===== src/rtl/ram_dist_pkg.sv =====
// ram_dist_pkg: shared types, read-latency constants and depth helper for the distributed RAM.
package ram_dist_pkg;

    typedef enum logic [0:0] {
        IDLE  = 1'b0,
        CLEAR = 1'b1
    } clr_state_e;

    localparam int RD_ASYNC = 0;
    localparam int RD_SYNC  = 1;

    function automatic int depth(input int aw);
        return 1 << aw;
    endfunction

endpackage


===== src/rtl/ram_dist_clr_seq.sv =====
// ram_dist_clr_seq: sweeps every address once after reset or on request, driving the clear write port.
module ram_dist_clr_seq
    import ram_dist_pkg::*;
#(
    parameter int ADDR_WIDTH = 5
) (
    input  logic                  clk_i,
    input  logic                  rst_i,
    input  logic                  clr_i,
    output logic                  busy_o,
    output logic                  we_o,
    output logic [ADDR_WIDTH-1:0] adr_o
);

    clr_state_e            state_q, state_d;
    logic [ADDR_WIDTH-1:0] ptr_q, ptr_d;
    logic                  last;

    // depth is a power of two, so the final address is all ones
    assign last = &ptr_q;

    always_comb begin
        state_d = (state_q == CLEAR) ? (last ? IDLE : CLEAR) : (clr_i ? CLEAR : IDLE);
        ptr_d   = (state_q == CLEAR && !last) ? ptr_q + 1'b1 : '0;
    end

    always_ff @(posedge clk_i) begin
        if (rst_i) begin
            state_q <= CLEAR;
            ptr_q   <= '0;
        end else begin
            state_q <= state_d;
            ptr_q   <= ptr_d;
        end
    end

    assign busy_o = (state_q == CLEAR);
    assign we_o   = busy_o;
    assign adr_o  = ptr_q;

endmodule


===== src/rtl/ram_dist_sdp.sv =====
// ram_dist_sdp: simple-dual-port distributed RAM with self-clearing sweep and 0/1-cycle read latency.
module ram_dist_sdp
    import ram_dist_pkg::*;
#(
    parameter int                    DATA_WIDTH   = 4,
    parameter int                    ADDR_WIDTH   = 5,
    parameter int                    READ_LATENCY = RD_ASYNC,
    parameter logic [DATA_WIDTH-1:0] INIT_VALUE   = '0
) (
    input  logic                  WCLK,
    input  logic                  RST,
    input  logic                  WE,
    input  logic [ADDR_WIDTH-1:0] WADR,
    input  logic [DATA_WIDTH-1:0] D,
    input  logic [ADDR_WIDTH-1:0] RADR,
    input  logic                  CLR,
    output logic [DATA_WIDTH-1:0] O,
    output logic                  BUSY
);

    localparam int DEPTH = depth(ADDR_WIDTH);

    if (DATA_WIDTH < 1 || DATA_WIDTH > 64) begin : g_bad_dw
        $error("ram_dist_sdp: DATA_WIDTH must be 1..64");
    end
    if (ADDR_WIDTH < 4 || ADDR_WIDTH > 10) begin : g_bad_aw
        $error("ram_dist_sdp: ADDR_WIDTH must be 4..10");
    end
    if (READ_LATENCY != RD_ASYNC && READ_LATENCY != RD_SYNC) begin : g_bad_rl
        $error("ram_dist_sdp: READ_LATENCY must be 0 or 1");
    end

    logic                  clr_we;
    logic [ADDR_WIDTH-1:0] clr_adr;
    logic                  wr_en;
    logic [ADDR_WIDTH-1:0] wr_adr;
    logic [DATA_WIDTH-1:0] wr_dat;
    logic [DATA_WIDTH-1:0] mem_q [DEPTH] = '{default: INIT_VALUE};

    ram_dist_clr_seq #(.ADDR_WIDTH(ADDR_WIDTH)) u_clr_seq (
        .clk_i  (WCLK),
        .rst_i  (RST),
        .clr_i  (CLR),
        .busy_o (BUSY),
        .we_o   (clr_we),
        .adr_o  (clr_adr)
    );

    // the sweep owns the write port while busy, so user writes are dropped then
    assign wr_en  = !RST && (clr_we || WE);
    assign wr_adr = clr_we ? clr_adr : WADR;
    assign wr_dat = clr_we ? INIT_VALUE : D;

    always_ff @(posedge WCLK) begin
        if (wr_en) mem_q[wr_adr] <= wr_dat;
    end

    if (READ_LATENCY == RD_SYNC) begin : g_sync
        logic [DATA_WIDTH-1:0] o_q = INIT_VALUE;
        always_ff @(posedge WCLK) begin
            o_q <= RST ? INIT_VALUE : mem_q[RADR];
        end
        assign O = o_q;
    end else begin : g_async
        assign O = mem_q[RADR];
    end

endmodule


===== config.mk =====
export PLATFORM = sky130hd
export DESIGN_NAME = ram_dist_sdp
export DESIGN_NICKNAME = d
export VERILOG_FILES = /design/src/rtl/ram_dist_pkg.sv /design/src/rtl/ram_dist_clr_seq.sv /design/src/rtl/ram_dist_sdp.sv
export SDC_FILE = /design/constraint.sdc
export NUM_CORES = 1
export LEC_CHECK = 0
export BUFFER_PORTS_ARGS = -buffer_cell sky130_fd_sc_hd__buf_2
export CORE_MARGIN = 2
export CORE_UTILIZATION = 40
export DETAILED_ROUTE_END_ITERATION = 12
export HOLD_SLACK_MARGIN = 0.08
export PLACE_DENSITY = 0.63
export SYNTH_ARGS = -nofsm -noshare
export SYNTH_HDL_FRONTEND = slang
export SYNTH_SLANG_ARGS = --single-unit
export TNS_END_PERCENT = 5

===== constraint.sdc =====
create_clock -name WCLK -period 2.4 [get_ports WCLK]
set_input_delay 0.24 -clock WCLK [delete_from_list [all_inputs] [get_ports WCLK]]
set_output_delay 0.24 -clock WCLK [all_outputs]
set_load 0.005 [all_outputs]

==> results.sh <==
export IMPL_fin_skew_ns=0.00592
export IMPL_antennaDiodeCount=0
export IMPL_antenna_found_initial=0
export IMPL_avgSynthCellArea_um2=20.1
export IMPL_vias=2670
export IMPL_ys_ff_latch=134
export IMPL_highest_layer="met4"
export IMPL_grt_pass1_wl_um=16800
export IMPL_ir_drop_uv=527
export IMPL_synthArstFlopShare=0
export IMPL_synth_area_um2=5420
export IMPL_fin_nets=336
export IMPL_maxSlewViolCount=0
export IMPL_syn_nets=290
export IMPL_postCtsSetupRepairBufs=0
export IMPL_rows=42
export IMPL_area_growth_pct=19.7
export IMPL_ys_dominant_reg_cell="edfxtp_1"
export IMPL_drive_gt1_frac=0.341
export IMPL_htree_num_levels=4
export IMPL_critical_path_peak_fanout=1
export IMPL_detail_route_wl_per_cell_um=21.2
export IMPL_die_area_um2=14500
export IMPL_violations="negative setup slack"
export IMPL_clock_latency_ns=0.41
export IMPL_p_leak_nw=2.18
export IMPL_cp_required_ns=2.16
export IMPL_dr_first_iter_drc_count=235
export IMPL_fin_hold_ws_ns=0.186
export IMPL_period_needed_ns=2.44
export IMPL_synth_edf_count=128
export IMPL_port_buffers=22
export IMPL_hold_violations=0
export IMPL_first_pass_iters=4
export IMPL_endpoint_kind="output port"
export IMPL_ant_nets=0
export IMPL_stdcell_area_um2=6490
export IMPL_ys_seq_area_frac=0.731
export IMPL_fp_dieW_um=120
export IMPL_ys_warn_count=0
export IMPL_wl_met2_um=5290
export IMPL_overflow=0
export IMPL_cts_tree="built"
export IMPL_yosysMostFrequentCell="edfxtp_1"
export IMPL_worst_pin_slew_ns=0.906
export IMPL_place_gp_congestion=0.757
export IMPL_maxCapViolCount=0
export IMPL_crit_type="flop to output port"
export IMPL_netlist_top_cells_area="edfxtp_1 (71%), mux4_2 (17%), nor2_1 (2.5%), dfxtp_1 (2.2%), mux2_2 (1.2%)"
export IMPL_setup_viol=4
export IMPL_clock_sinks=134
export IMPL_ys_types=24
export IMPL_tns_ns=-0.0846
export IMPL_max_slew_margin_rel=0.393
export IMPL_fmax_mhz=410
export IMPL_yosys_area_top_type="edfxtp_1"
export IMPL_fin_ws_ns=-0.0399
export IMPL_placed_area_um2=5840
export IMPL_powerDensity_nw_per_um2=831
export IMPL_ios=23
export IMPL_yosys_area_top_type_share=0.709
export IMPL_routed_wl_um=10700
export IMPL_start_util=0.409
export IMPL_cts_buffers=17
export IMPL_via_per_inst=5.30
export IMPL_clockRootBuffer="clkbuf_16"
export IMPL_route_met3_wl_um=574
export IMPL_synth_common_cells="edfxtp_1 (128), mux4_2 (40), nor2_1 (36)"
export IMPL_hpwlAfterDp_um=7140
export IMPL_drt_met1_wl_um=4710
export IMPL_grt_max_degree=33
export IMPL_core_um2=13200
export IMPL_arrival_ns=2.20
export IMPL_postSynthCellCount=270
export IMPL_max_clock_path_buffers=2
export IMPL_min_period_over_period=1.02
export IMPL_grt_pass1_vias=2828
export IMPL_clk_pin_slew_ns=0.05
export IMPL_cp_start_kind="flop"
export IMPL_grtUsageTotal=0.165
export IMPL_status="finished, violations left"
export IMPL_drcViolationCount=0
export IMPL_hp_class="input pin to flop"
export IMPL_dieHeight_um=120
export IMPL_rsz0062_at_grt="true"
[routing by layer]
layer,track usage,vias up
li1,-,1201
met1,0.217,1380
met2,0.255,83
met3,0.0528,6
met4,0.0661,0
met5,0,-
[area by class of cell]
cell class	instances	area, um^2
Timing Repair Buffer	38	298
Tap cell	176	220
Sequential cell	134	3960
Multi-Input combinational cell	124	1420
Inverter	1	3.75
Clock inverter	13	163
Clock buffer	18	429
Fill cell	1100	6750
[path summary, 6_finish.rpt]
path | startpoint | endpoint | slack (ns) | depth (start not counted)
worst max register to register | u_clr_seq.busy_o | mem_q[1][2] | 0.27 | 3
worst min register to register | u_clr_seq.adr_o[0] | u_clr_seq.adr_o[0] | 0.47 | 1
worst min-delay path | RST | u_clr_seq.adr_o[4] | 0.19 | 3
worst max-delay path | mem_q[21][1] | O[1] | -0.04 | 4
[what timing repair did]
action	4_1_cts	5_1_grt
endpoints found under the setup margin	4	4
resized for setup	8	0
hold buffers	2	0
endpoints found under the hold margin	1	0
[layout by cell type, fill, tap and decap left out, drive strengths merged, types with 2 or more instances in the layout]
master / instances
mux2: 6
buf: 36
edfxtp: 128
nor2b: 5
mux4: 40
clkinv: 8
dfxtp: 6
nand2: 3
and3: 4
ha: 2
and3b: 4
clkbuf: 18
o211ai: 4
o21ai: 9
bufinv: 4
dlygate4sd3: 2
nor2: 36
nor3b: 4
mux2i: 2
[critical path, stage by stage (launching register included)]
cell,delay (ns)
edfxtp_1,0.41
mux4_2,0.48
mux4_2,0.49
mux2_4,0.29
buf_6,0.11
[power by group]
part	total, mW	internal (mW)	switching, mW
registers	2.55	2.54	0.00756
clock network	2.59	1.71	0.888
logic	0.252	0.140	0.112
total	5.40	4.39	1.01
[flip-flops by register name (all words and copies together) (netlist names)]
| name | cells |
|---|---|
| u_clr_seq.adr_o | 5 |
| mem_q | 128 |
| u_clr_seq.busy_o | 1 |
[kinds of logic (layout without fill, tap and decap cells)]
family / after synthesis / after routing / share of synthesized area
flops: 134 / 134 / 0.731
buf+inv: 12 / 70 / 0.0127
simple gates: 59 / 59 / 0.0524
compound gates: 13 / 13 / 0.0138
mux: 48 / 48 / 0.182
xor+xnor: 2 / 2 / 0.00323
fa+ha+maj: 2 / 2 / 0.00461
[through the flow]
| stage | setup slack, ns | utilization | instances | power (mW) |
|---|---|---|---|---|
| after global placement | 0.0684 | 0.441 | 471 | 2.83 |
| after floorplan | 0.350 | - | 270 | 2.75 |
| final | -0.0399 | 0.490 | 504 | 5.40 |
| after global routing | -0.0900 | 0.490 | 504 | 5.56 |
| after CTS | -0.0752 | 0.490 | 504 | 5.44 |
| after detailed placement | 0.0519 | 0.441 | 471 | 2.84 |
(Power assumes the default switching activity.)
